File: config.mk
export PLATFORM = sky130hd
export DESIGN_NAME = pattern_detector
export DESIGN_NICKNAME = d
export VERILOG_FILES = /design/src/rtl/pattern_detector.sv
export SDC_FILE = /design/constraint.sdc
export NUM_CORES = 1
export LEC_CHECK = 0
export BUFFER_PORTS_ARGS = -buffer_cell sky130_fd_sc_hd__buf_2
export CORE_MARGIN = 3
export CORE_UTILIZATION = 49
export DETAILED_ROUTE_END_ITERATION = 16
export HOLD_SLACK_MARGIN = 0.1
export PLACE_DENSITY = 0.83
export SETUP_SLACK_MARGIN = 0.05
export SYNTH_ARGS = -nofsm -noshare
export SYNTH_HDL_FRONTEND = slang
export SYNTH_SLANG_ARGS = --single-unit
File: constraint.sdc
create_clock -name clk -period 2.32 [get_ports clk]
set_input_delay 0 -clock clk [delete_from_list [all_inputs] [get_ports clk]]
set_output_delay 0 -clock clk [all_outputs]
set_load 0.03 [all_outputs]
File: src/rtl/pattern_detector.sv
// rtl/pattern_detector.sv - serial bit-pattern detector with programmable pattern, length and overlap mode
//
// Purpose : shifts valid serial bits into a window and pulses y when the
//           last len bits equal the loaded pattern.
// Ports   : clk, rst_n (async active-low), x / x_vld (serial data + qualifier),
//           load / pat_in / len_in / ovl_in (configuration, restarts detection),
//           y (registered one-cycle match pulse), armed (state is HUNT),
//           match_cnt (saturating match count, only with PATDET_COUNT_EN).
// Config  : define PATDET_COUNT_EN to add the match_cnt port and counter.

module pattern_detector #(
   parameter int PAT_W = 4,
   parameter int LEN_W = 3,
   parameter int CNT_W = 8
) (
   input  logic             clk,
   input  logic             rst_n,
   input  logic             x,
   input  logic             x_vld,
   input  logic             load,
   input  logic [PAT_W-1:0] pat_in,
   input  logic [LEN_W-1:0] len_in,
   input  logic             ovl_in,
   output logic             y,
   output logic             armed
`ifdef PATDET_COUNT_EN
   ,
   output logic [CNT_W-1:0] match_cnt
`endif
);

   typedef enum logic [1:0] {
      S_UNCFG = 2'd0,
      S_FILL  = 2'd1,
      S_HUNT  = 2'd2
   } state_t;

   localparam logic [LEN_W-1:0] LEN_MAX = LEN_W'(PAT_W);

   state_t           r_state;
   state_t           w_state_nxt;
   logic [PAT_W-1:0] r_win;
   logic [PAT_W-1:0] r_pat;
   logic [LEN_W-1:0] r_len;
   logic [LEN_W-1:0] r_fill;
   logic             r_ovl;
   logic             r_y;

   logic             w_take;
   logic [PAT_W-1:0] w_win_nxt;
   logic [LEN_W-1:0] w_fill_nxt;
   logic [LEN_W-1:0] w_len_eff;
   logic [PAT_W-1:0] w_one;
   logic [PAT_W-1:0] w_mask;
   logic             w_full;
   logic             w_match;

   // Lengths below 2 or above PAT_W are meaningless; fall back to full width.
   assign w_len_eff = (len_in < LEN_W'(2) || len_in > LEN_MAX) ? LEN_MAX : len_in;

   // A bit is consumed only once configured, and load always wins over data.
   assign w_take     = x_vld && !load && (r_state != S_UNCFG);
   assign w_win_nxt  = {r_win[PAT_W-2:0], x};
   assign w_fill_nxt = (r_fill == r_len) ? r_len : r_fill + LEN_W'(1);
   assign w_full     = (w_fill_nxt == r_len);

   // Mask of the low r_len bits; when r_len == PAT_W the shift wraps to 0
   // and the subtraction yields all ones, which is exactly what is wanted.
   assign w_one   = PAT_W'(1);
   assign w_mask  = (w_one << r_len) - w_one;
   assign w_match = w_take && w_full && (((w_win_nxt ^ r_pat) & w_mask) == '0);

   // State register
   always_ff @(posedge clk or negedge rst_n) begin
      if (!rst_n) begin
         r_state <= S_UNCFG;
      end else begin
         r_state <= w_state_nxt;
      end
   end

   // Next-state logic
   always_comb begin
      w_state_nxt = r_state;
      case (r_state)
         S_UNCFG: begin
            if (load) w_state_nxt = S_FILL;
         end
         S_FILL, S_HUNT: begin
            if (load) begin
               w_state_nxt = S_FILL;
            end else if (w_take) begin
               if (w_match && !r_ovl) w_state_nxt = S_FILL;
               else if (w_full)       w_state_nxt = S_HUNT;
            end
         end
         default: w_state_nxt = S_UNCFG;
      endcase
   end

   // Output logic
   always_comb begin
      armed = (r_state == S_HUNT);
      y     = r_y;
   end

   // Datapath: configuration, window, fill count and match pulse
   always_ff @(posedge clk or negedge rst_n) begin
      if (!rst_n) begin
         r_pat  <= '0;
         r_len  <= LEN_MAX;
         r_ovl  <= 1'b0;
         r_win  <= '0;
         r_fill <= '0;
         r_y    <= 1'b0;
      end else if (load) begin
         r_pat  <= pat_in;
         r_len  <= w_len_eff;
         r_ovl  <= ovl_in;
         r_win  <= '0;
         r_fill <= '0;
         r_y    <= 1'b0;
      end else begin
         r_y <= w_match;
         if (w_take) begin
            // Non-overlapping mode: a match consumes its bits.
            if (w_match && !r_ovl) begin
               r_win  <= '0;
               r_fill <= '0;
            end else begin
               r_win  <= w_win_nxt;
               r_fill <= w_fill_nxt;
            end
         end
      end
   end

`ifdef PATDET_COUNT_EN
   logic [CNT_W-1:0] r_cnt;

   always_ff @(posedge clk or negedge rst_n) begin
      if (!rst_n) begin
         r_cnt <= '0;
      end else if (load) begin
         r_cnt <= '0;
      end else if (w_match && (r_cnt != {CNT_W{1'b1}})) begin
         r_cnt <= r_cnt + CNT_W'(1);
      end
   end

   assign match_cnt = r_cnt;
`endif

endmodule

# Word-level counts from Yosys, hierarchy flattened
# Index checks and enable logic that the tools add are counted.
# Widths: inputs -> output; s select.
[classes]
add_sub_neg = 2
magnitude_cmp = 2
n_eq_ne = 7
n_shift = 1
muxes = 15
n_bitwise = 2
n_reduce_logical = 14
[ops]
columns = ["op", "n"]
rows = [
  ["$mux 3", 8],
  ["$mux 2", 5],
  ["$eq 3x3->1", 2],
  ["$logic_and 1x1->1", 5],
  ["$and 4x4->4", 1],
  ["$logic_not 4->1", 1],
  ["$ne 4x4->1 const B", 1],
  ["$pmux 2 s2", 1],
  ["$reduce_bool 2->1", 2],
  ["$shl 1x3->4 const A", 1],
  ["$sub 4x1->4 const B", 1],
  ["$xor 4x4->4", 1],
  ["$add 3x1->3 const B", 1],
  ["$gt 3x3->1 const B", 1],
  ["$lt 3x2->1 const B", 1],
  ["$ne 3x3->1 const B", 1],
  ["$reduce_and 3->1", 1],
  ["$eq 2x1->1 const B", 1],
  ["$eq 2x2->1 const B", 1],
  ["$logic_not 1->1", 2],
  ["$logic_not 2->1", 1],
  ["$ne 2x2->1 const B", 1],
  ["$reduce_or 2->1", 1],
  ["$logic_or 1x1->1", 1],
  ["$mux 1", 1],
]
[word_totals]
regBits = 17
in_bits = 13
output_inout_bits = 2
wordCells = 50

# Logic depth before layout (Yosys ltp)
# Gate-level depths: netlist of the first run.
[depth]
word_depth = 10
ltp_mapped = 8
mapped_depth_nobuf = 8

# Least setup slack after synthesis of the first run
# Ideal clock, no wire load.
[synth_timing]
path_kind = "reg-to-reg"
from = "register r_len[1]"
to = "register r_win[1]"
setup_ps = 122
arrival_time_ps = 2173
t_required_ps = 2198
slack_ps = 25
stages_incl_launch_ff = 9
n_path_buf = 1
synth_period_minus_slack_ps = 2295
path_cell_list = "dfrtp_1 buf_6 or3_4 ha_1 inv_1 a222oi_1 o211ai_1 or2_1 a32o_1"
[synth_between]
elab_chain_len = 9
word_cells_on_any_way = 13
classes_between = "add/sub: 1; eq/ne: 2; shift: 1; mux: 4; bitwise: 1; reduce/logical: 4"
[synth_rtl]
columns = ["element", "line_no", "rtl"]
rows = [
  ["start, declared", "44", "logic [LEN_W-1:0] r_len;"],
  ["start signal, assigned", "118", "r_len <= w_len_eff;"],
  ["$shl 1x3->4 or $eq 3x3->1 (tied branches)", "70, 64", ""],
  ["$sub 4x1->4 or $mux 3 (tied branches)", "70, 64", ""],
  ["$and 4x4->4 or $eq 3x3->1 (tied branches)", "71, 65", ""],
  ["$logic_not 4->1 or $logic_and 1x1->1 (tied branches)", "71", "assign w_match = w_take && w_full && (((w_win_nxt ^ r_pat) & w_mask) == '0);"],
  ["$logic_and 1x1->1 *", "71", ""],
  ["$logic_and 1x1->1 *", "127", "if (w_match && !r_ovl) begin"],
  ["$mux 3 *", "127", ""],
  ["$mux 3 *", "125", "if (w_take) begin"],
  ["$mux 3 *", "116", "end else if (load) begin"],
  ["end signal, assigned", "131", "r_win <= w_win_nxt;"],
  ["end, declared", "42", "logic [PAT_W-1:0] r_win;"],
]
# Every way passes the cells marked *; elsewhere a longest branch is shown, timed or not. The select of a mux whose other input is x is not followed.
# A chain may end at the register's enable or synchronous reset.

# Worst setup path after layout of the first run
[layout_timing]
from = "register r_len[0]"
to = "register r_win[2]"
# Same word-level chain as after synthesis.

==> out/results.txt, run 1 <==
wire length on met1 - 1058 um
post-route ant nets - 0
CTS tree - built
Initial Util - 0.5443
Reg clk slew, reported paths - 0.10 ns
Hold Path Class - in2reg
hpwl dp - 1509 um
Mapped Area - 991.0 sq um
DR DRC count - 0
CTS H-tree lvls - 1
via count - 891
Clk pwr share - 0.167
final hold violation count - 0
status - finished clean
syn_area_per_cell - 10.54 sq um
crit-path max FO - 4
sequential area share after synthesis - 0.4306
Post-synth EDFFs - 0
P&R area growth vs syn - 32.20%
Remaining Overflow, GRT - 0
Worst VDD drop - 0.6017 mV
RSZ-0062 raised after global routing - yes
Die X-Extent - 50.97 um
Mapped Cells - 94
Highest Clock Rate - 439.9 MHz
Routed met2 length - 1267 um
RD Place Congestion - 0.8448
Final min period - 2.273 ns
R2R cell count - 8
endpoint class of the critical path - register
skew final - 0.001627 ns
number of global-route vias before repair - 895
die area - 2598 sq um
Hold Crit Start - load
Clock Latency Late Sink - 0.29 ns
synthesized net count - 112
first-pass GRT wire length - 3857 um
setup violators final - 0
Slew Limit Fails - 0
hold_ws - 0.1171 ns
worst r2r src - r_len[0]
top-area cell type share of the netlist area - 0.4040
share of layout cells above drive strength 1 - 0.2769
WL per Instance - 15.88 um
commonest register cell after synthesis - dfrtp_1
most numerous cell in the Yosys netlist - dfrtp_1
Die Height - 50.97 um
CTS root buf - clkbuf_4
port bufs - 14
Setup Total Neg Slack - 0 ns
R2R Path End - r_win[2]
Startpoint Class - register
largest net degree at the start of global routing - 18
dominant cells by area after synthesis - dfrtp_1, ha_1, mux2_2
Pwr per Cell Area - 743.6 nW/um^2
TritonCTS Buffers - 3
asr flop ratio synth - 1.000
core area - 1821 sq um
1st-pass router iterations - 5
Int Pwr - 599.3 uW
Std-Cell Rows - 15
Psw - 374.8 uW
relative slew slack - 0.5606
Clock Sinks - 17
post-synthesis register bit count - 17
Post-synth top cells - dfrtp_1, inv_1, xor2_1
MaxCap Viol Count - 0
Tot Pwr - 974.2 uW
Arr. time, crit path - 2.46 ns
CP required - 2.51 ns
Seq pwr share - 0.408
Post-layout nets - 149
r2r setup slk - 0.05 ns
Yosys warning total - 0
Max clock buf depth - 2
post-synthesis cell type count - 35
final wirelength - 2461 um
largest area contributor in the synthesized netlist - dfrtp_1
worst slew pin tran - 0.6590 ns
Lkg Pwr - 0.5953 nW
post-route core utilization - 0.7196
Antenna Cells - 0
I/O pins - 15
Total GRT Usage - 0.1939
top sig layer - met4
hold path cells - 2
kind of critical path - reg2reg
share of total power in combinational logic - 0.425
met3 wire length - 92 um
WHS Endpoint - r_ovl
Final Cycle Share - 0.9798
initial antenna violation count - 0
sw frac - 0.3848
Vias/cell - 5.748
Iter 0 DRT Violations - 40
## metal layers
metal  vias to the layer above  GRT usage
met2                        37     0.3455
met3                         8    0.02041
met1                       432     0.2389
met5                         -          0
met4                         0    0.07175
li1                        414          -
## critical path, cell delays in order, from the launching register on
cell and delay (ns):
dfrtp_1 0.40, inv_1 0.09, or3_4 0.38, ha_4 0.27, inv_2 0.02, a222oi_1 0.27, o211ai_1 0.19, or2_4 0.29
a32o_1 0.26
## power groups by stage
| stage | clock network, mW | logic (mW) | registers [mW] |
|---|---|---|---|
| floorplan | 0 | 0.286 | 0.388 |
| global placement | 0 | 0.353 | 0.398 |
| detailed placement | 0 | 0.366 | 0.402 |
| CTS | 0.165 | 0.386 | 0.395 |
| global route | 0.173 | 0.463 | 0.406 |
| finish | 0.163 | 0.414 | 0.397 |
## flip-flops by register name, summed over array words and instances (netlist names)
register / flops
r_ovl: 1
r_fill: 3
y: 1
r_win: 3
r_state: 2
r_pat: 4
r_len: 3
## what timing repair did
action | 4_1_cts | 5_1_grt
buffers inserted | 1 | 3
pin swaps | 0 | 2
hold buffers | 13 | 0
hold endpoints to repair | 25 | 0
resized for setup | 0 | 5
gates cloned | 0 | 0
setup endpoints to repair | 4 | 7
## placed cells by master, fill, tap and decap left out, drive strengths merged, types with 2 or more instances in the layout
master | synthesis | layout
inv | 7 | 7
a32o | 4 | 4
ha | 5 | 5
xor2 | 6 | 6
a21oi | 4 | 4
xnor2 | 3 | 3
dlygate4sd3 | 0 | 13
dfrtp | 16 | 16
mux2 | 5 | 5
or3 | 3 | 3
o21ai | 6 | 6
nor2 | 4 | 4
clkbuf | 1 | 4
o31ai | 4 | 4
buf | 1 | 21
nor3 | 3 | 3
nand2 | 4 | 4
o211ai | 2 | 2
## logic make-up (layout without fill, tap and decap cells)
kind of cell / after synthesis / after routing / synth area share
multiplexers: 6 / 6 / 0.06692
flip-flops: 17 / 17 / 0.4306
XOR/XNOR: 9 / 9 / 0.07955
AO/OA/AOI/OAI: 25 / 25 / 0.1806
AND/OR/NAND/NOR: 23 / 23 / 0.1376
buffers and inverters: 9 / 45 / 0.04167
adder cells (fa/ha/maj): 5 / 5 / 0.06313
## worst max-delay path by stage
stage	from	end	slack [ns]	cells after the start
finish	r_len[0]	r_win[2]	0.05	8
global route	r_len[0]	r_win[2]	-0.02	8
CTS	r_len[1]	r_win[2]	0.06	7
detailed placement	r_len[0]	r_win[2]	0.04	8
global placement	r_len[0]	r_win[1]	0.14	8
floorplan	r_len[1]	r_win[1]	0.07	8
## cell type report
type | count | area, sq um
Timing Repair Buffer | 34 | 252.7
Clock buffer | 4 | 26.28
Multi-Input combinational cell | 68 | 546.8
Sequential cell | 17 | 426.7
Inverter | 7 | 26.28
Tap cell | 25 | 31.28
Fill cell | 116 | 510.5
## per-stage QoR
step,worst slack (ns),area (sq um),instances
floorplan,0.07051,991.0,94
global route,-0.01920,1310,155
detailed placement,0.04205,1100,134
CTS,0.05684,1264,152
global placement,0.1403,1100,134
finish,0.04691,1310,155
No activity file was read; power rests on OpenSTA's default activity.
==> run 2: changes to the inputs <==
--- a/config.mk
+++ b/config.mk
@@ -11,7 +11,7 @@
 export DETAILED_ROUTE_END_ITERATION = 16
 export HOLD_SLACK_MARGIN = 0.1
 export PLACE_DENSITY = 0.83
-export SETUP_SLACK_MARGIN = 0.05
+export SETUP_SLACK_MARGIN = 0.4
 export SYNTH_ARGS = -nofsm -noshare
 export SYNTH_HDL_FRONTEND = slang
 export SYNTH_SLANG_ARGS = --single-unit
==> out/results.txt, run 2 (synthesis results as in run 1) <==
status - finished clean
via count - 878 (-1.5%)
Seq pwr share - 0.391 (-0.017)
number of global-route vias before repair - 887 (-0.89%)
Slew Limit Fails - 0 (unchanged)
placed cells - 134 (unchanged)
relative slew slack - 0.5978 (+0.03712)
RSZ-0062 raised after global routing - yes
P&R area growth vs syn - 35.98%
first-pass GRT wire length - 4064 um (+5.4%)
port bufs - 14 (unchanged)
DR DRC count - 0 (unchanged)
skew final - 0.001474 ns (-0.0001531 ns)
Iter 0 DRT Violations - 34 (-15%)
Initial Util - 0.5443 (unchanged)
Vias/cell - 5.701 (-0.82%)
max FFs per register - 4 (unchanged)
Die X-Extent - 50.97 um (unchanged)
most common cell after layout, fill and taps aside - dfrtp_1
CTS tree - built
share of total power in combinational logic - 0.446 (+0.021)
Max clock buf depth - 2 (unchanged)
post-route ant nets - 0 (unchanged)
Multi-input gate area - 591.8 sq um (+8.2%)
initial antenna violation count - 0 (unchanged)
CP max stage cell - dfrtp_1
I/O pins - 15 (unchanged)
kind of critical path - reg2reg
Worst VDD drop - 0.5151 mV (-14%)
Post-layout nets - 148 (-0.67%)
CTS H-tree lvls - 1 (unchanged)
Remaining Overflow, GRT - 0 (unchanged)
Clock Latency Late Sink - 0.30 ns (about the same)
Seq. cell area - 426.7 sq um (unchanged)
Antenna Cells - 0 (unchanged)
die area - 2598 sq um (unchanged)
RD Place Congestion - 0.8670 (+2.6%)
sw frac - 0.3926 (+0.007840)
CP required - 2.52 ns (about the same)
Final Cycle Share - 0.9549 (-0.02490)
TritonCTS Buffers - 3 (unchanged)
Die Height - 50.97 um (unchanged)
final wirelength - 2336 um (-5.1%)
MaxCap Viol Count - 0 (unchanged)
CP cell instances - or3_4, ha_4, inv_2, a222oi_1, o211ai_1, or2_1, a32o_1
Highest Clock Rate - 451.4 MHz (+2.6%)
final hold violation count - 0 (unchanged)
WL per Instance - 15.17 um (-4.5%)
hold_ws - 0.1032 ns (-0.01391 ns)
Lkg Pwr - 0.5932 nW (-0.35%)
Int Pwr - 620.9 uW (+3.6%)
Std-Cell Rows - 15 (unchanged)
largest net degree at the start of global routing - 18 (unchanged)
share of layout cells above drive strength 1 - 0.3333 (+0.05641)
hpwl dp - 1512 um (+0.23%)
Pwr per Cell Area - 758.6 nW/um^2 (+2.0%)
commonest cells after routing, fill and taps aside - dfrtp_1, buf_2, dlygate4sd3_1
Worst path max stage delay - 0.42 ns (+0.02 ns)
1st-pass router iterations - 4 (-1)
Psw - 401.4 uW (+7.1%)
post-route insts no fill - 154 (-0.65%)
Reg clk slew, reported paths - 0.10 ns (about the same)
register with the most flip-flops - r_pat
worst slew pin tran - 0.6034 ns (-0.05567 ns)
Startpoint Class - register
core area - 1821 sq um (unchanged)
Arr. time, crit path - 2.42 ns (-0.04 ns)
fillers - 120 (+3.4%)
Final min period - 2.215 ns (-0.05777 ns)
crit-path max FO - 4 (unchanged)
Hold Path Class - in2reg
CTS root buf - clkbuf_4
endpoint class of the critical path - register
Total GRT Usage - 0.2135 (+0.01960)
Clk pwr share - 0.163 (-0.004)
Clock Sinks - 17 (unchanged)
setup violators final - 0 (unchanged)
-- run 2: area by class of cell --
type / count / area share
inverter: 7 / 0.01950
multi-input combinational: 68 / 0.4392
clock buffer: 4 / 0.01950
tap: 25 / 0.02321
timing repair buffer: 33 / 0.1820
sequential: 17 / 0.3166
-- run 2: power by group through the flow --
stage	Combinational (mW)	Sequential (mW)	Clock, mW
after detailed placement	0.370	0.402	0
final	0.456	0.399	0.167
after global placement	0.355	0.398	0
after floorplan	0.289	0.389	0
after CTS	0.421	0.395	0.164
after global routing	0.501	0.406	0.179
-- run 2: final timing paths --
kind,start,to,slack (ns),cells after the start
max,r_len[0],r_fill[2],0.10,7
min,load,r_ovl,0.10,2
max reg2reg,r_len[0],r_fill[2],0.10,7
min reg2reg,r_win[2],r_win[2],0.53,1
max in group asynchronous,rst_n,r_len[2],1.87,2
min in group asynchronous,rst_n,y,0.14,2
-- run 2: timing repair --
action                                  CTS  global route
setup buffers                             1             2
hold endpoints to repair                 25             0
pin swaps                                 5             8
gates resized for setup                   7             6
hold buffers                             13             0
endpoints found under the setup margin    9            10
-- run 2: critical path: cells and delay by family, from the launching register on --
| family | cells | cell delay (ns) |
|---|---|---|
| AND/OR/NAND/NOR | 2 | 0.70 |
| AO/OA/AOI/OAI | 3 | 0.70 |
| flip-flops | 1 | 0.42 |
| adder cells (fa/ha/maj) | 1 | 0.27 |
| buffers and inverters | 1 | 0.02 |
-- run 2: per-layer routing --
metal	wire, um	global-route usage
met1	1006	0.2514
met2	1136	0.3519
met3	108	0.03790
met4	85	0.1435
met5	0	0
-- run 2: through the flow --
step,utilization,cell area [sq um],total power [mW],worst slack (ns),setup TNS [ns]
global placement,0.6137,1117,0.7536,0.1134,0
finish,0.7402,1348,1.022,0.1047,0
global route,0.7402,1348,1.086,-0.03343,-0.05405
floorplan,-,1008,0.6774,0.09758,0
CTS,0.7203,1311,0.9806,0.1195,0
detailed placement,0.6137,1117,0.7715,0.06694,0
==> run 3: changes to the inputs <==
--- a/config.mk
+++ b/config.mk
@@ -7,10 +7,11 @@
 export LEC_CHECK = 0
 export BUFFER_PORTS_ARGS = -buffer_cell sky130_fd_sc_hd__buf_2
 export CORE_MARGIN = 3
-export CORE_UTILIZATION = 49
+export CORE_UTILIZATION = 52
+export CTS_BUF_LIST = sky130_fd_sc_hd__clkbuf_4
 export DETAILED_ROUTE_END_ITERATION = 16
 export HOLD_SLACK_MARGIN = 0.1
-export PLACE_DENSITY = 0.83
+export PLACE_DENSITY = 0.87
 export SETUP_SLACK_MARGIN = 0.4
 export SYNTH_ARGS = -nofsm -noshare
 export SYNTH_HDL_FRONTEND = slang
==> out/results.txt, run 3 (synthesis results as in run 1) <==
WHS Endpoint - r_ovl
Clock Latency Late Sink - 0.29 ns (about the same)
first-pass GRT wire length - 4071 um (+0.17%)
Slew Limit Fails - 0 (unchanged)
max FFs per register - 4 (unchanged)
most common cell after layout, fill and taps aside - dfrtp_1
TritonCTS Buffers - 3 (unchanged)
initial antenna violation count - 0 (unchanged)
skew final - 0.006215 ns (+0.004741 ns)
post-route ant nets - 0 (unchanged)
hold path cells - 3 (+1)
Initial Util - 0.5617 (+0.01737)
WL per Instance - 15.55 um (+2.5%)
Highest Clock Rate - 442.7 MHz (-1.9%)
1st-pass router iterations - 4 (unchanged)
Arr. time, crit path - 2.45 ns (+0.03 ns)
status - finished clean
commonest cells after routing, fill and taps aside - dfrtp_1, buf_2, dlygate4sd3_1
MaxCap Viol Count - 0 (unchanged)
DR DRC count - 0 (unchanged)
Reg clk slew, reported paths - 0.11 ns (about the same)
Std-Cell Rows - 15 (unchanged)
Die X-Extent - 49.66 um (-2.6%)
r2r setup slk - 0.06 ns (-0.04 ns)
Clock Sinks - 17 (unchanged)
Hold Path Class - in2reg
RD Place Congestion - 0.8688 (+0.21%)
P&R area growth vs syn - 38.13%
Vias/cell - 5.519 (-3.2%)
R2R cell count - 7 (unchanged)
Final Cycle Share - 0.9737 (+0.01878)
Max clock buf depth - 2 (unchanged)
Total GRT Usage - 0.2127 (-0.0008478)
Final min period - 2.259 ns (+0.04356 ns)
number of global-route vias before repair - 888 (+0.11%)
CTS root buf - clkbuf_4
CP max stage cell - dfstp_2
Post-layout nets - 150 (+1.4%)
CP cell instances - or3_4, ha_4, inv_2, a222oi_1, o211ai_1, or2_4, a32o_1
Antenna Cells - 0 (unchanged)
RSZ-0062 raised after global routing - yes
CTS tree - built
setup violators final - 0 (unchanged)
placed cells - 135 (+0.75%)
hold_ws - 0.1098 ns (+0.006658 ns)
Startpoint Class - register
Remaining Overflow, GRT - 0 (unchanged)
worst slew pin tran - 0.6805 ns (+0.07712 ns)
final wirelength - 2426 um (+3.9%)
Worst VDD drop - 0.5598 mV (+8.7%)
port bufs - 14 (unchanged)
Lkg Pwr - 0.6154 nW (+3.7%)
Tot Pwr - 1.035 mW (+1.2%)
R2R Path End - r_fill[2]
core area - 1764 sq um (-3.1%)
final hold violation count - 0 (unchanged)
largest net degree at the start of global routing - 18 (unchanged)
die area - 2466 sq um (-5.1%)
relative slew slack - 0.5463 (-0.05141)
CP required - 2.51 ns (about the same)
Iter 0 DRT Violations - 26 (-24%)
worst r2r src - r_len[2]
register with the most flip-flops - r_pat
Die Height - 49.66 um (-2.6%)
Worst path max stage delay - 0.40 ns (-0.02 ns)
kind of critical path - reg2reg
post-route insts no fill - 156 (+1.3%)
via count - 861 (-1.9%)
hpwl dp - 1612 um (+6.6%)
share of layout cells above drive strength 1 - 0.3435 (+0.01018)
endpoint class of the critical path - register
I/O pins - 15 (unchanged)
Pwr per Cell Area - 756.0 nW/um^2 (-0.34%)
Hold Crit Start - load
CTS H-tree lvls - 1 (unchanged)
crit-path max FO - 4 (unchanged)
==> run 3: worst max-delay path: cells and delay by family (launching register included) <==
family	cells	cell delay, ns
DFF	1	0.40
and+or+nand+nor	2	0.70
AOI/OAI and AO/OA	3	0.76
adders and majority gates	1	0.27
buffers and inverters	1	0.02
==> run 3: metrics by stage <==
step	setup slack [ns]	area (sq um)	util	TNS [ns]
detailed placement	0.04179	1125	0.6376	0
global route	-0.08625	1369	0.7759	-0.3371
floorplan	0.09758	1008	-	0
finish	0.06112	1369	0.7759	0
CTS	0.03745	1348	0.7638	0
global placement	0.1260	1125	0.6376	0
==> run 3: final cells by class <==
cell class                 instances  area (sq um)
inverter                           7         26.28
fill                             130         395.4
timing repair buffer              35         257.7
sequential                        17         426.7
clock inverter                     1         5.005
multi-input combinational         68         599.3
tap                               25         31.28
clock buffer                       3         22.52
==> run 3: layer usage <==
| layer | routed length (um) | track usage | part of all wire | vias up |
|---|---|---|---|---|
| met4 | 27 | 0.06912 | 0.011 | 0 |
| met1 | 1003 | 0.2631 | 0.41 | 404 |
| met3 | 111 | 0.01813 | 0.046 | 4 |
| met2 | 1283 | 0.3855 | 0.53 | 29 |
| li1 | - | - | - | 424 |
| met5 | 0 | 0 | 0 | - |
==> run 3: how the worst max path moves through the flow <==
stage / from / endpoint / cells past startpoint
3_5_place_dp: r_len[0] / r_fill[2] / 8
2_1_floorplan: r_len[1] / r_fill[2] / 8
4_1_cts: r_len[0] / r_fill[2] / 7
3_3_place_gp: r_len[0] / r_fill[2] / 8
6_report: r_len[2] / r_fill[2] / 7
5_1_grt: r_len[0] / r_fill[2] / 8
==> run 3: power breakdown <==
part / leakage, nW / internal (mW) / total (mW) / switching, mW
clock network: 0.0177 / 0.0641 / 0.160 / 0.0962
registers: 0.216 / 0.346 / 0.401 / 0.0541
logic: 0.381 / 0.217 / 0.474 / 0.257
total: 0.615 / 0.628 / 1.03 / 0.407
==> run 3: timing repair <==
item                                    4_1_cts  5_1_grt
pin swaps                                    10        4
gates resized for setup                       9        2
hold buffers                                 12        0
hold endpoints to repair                     25        0
setup buffers                                 4        1
gates cloned                                  0        0
endpoints found under the setup margin        8        9
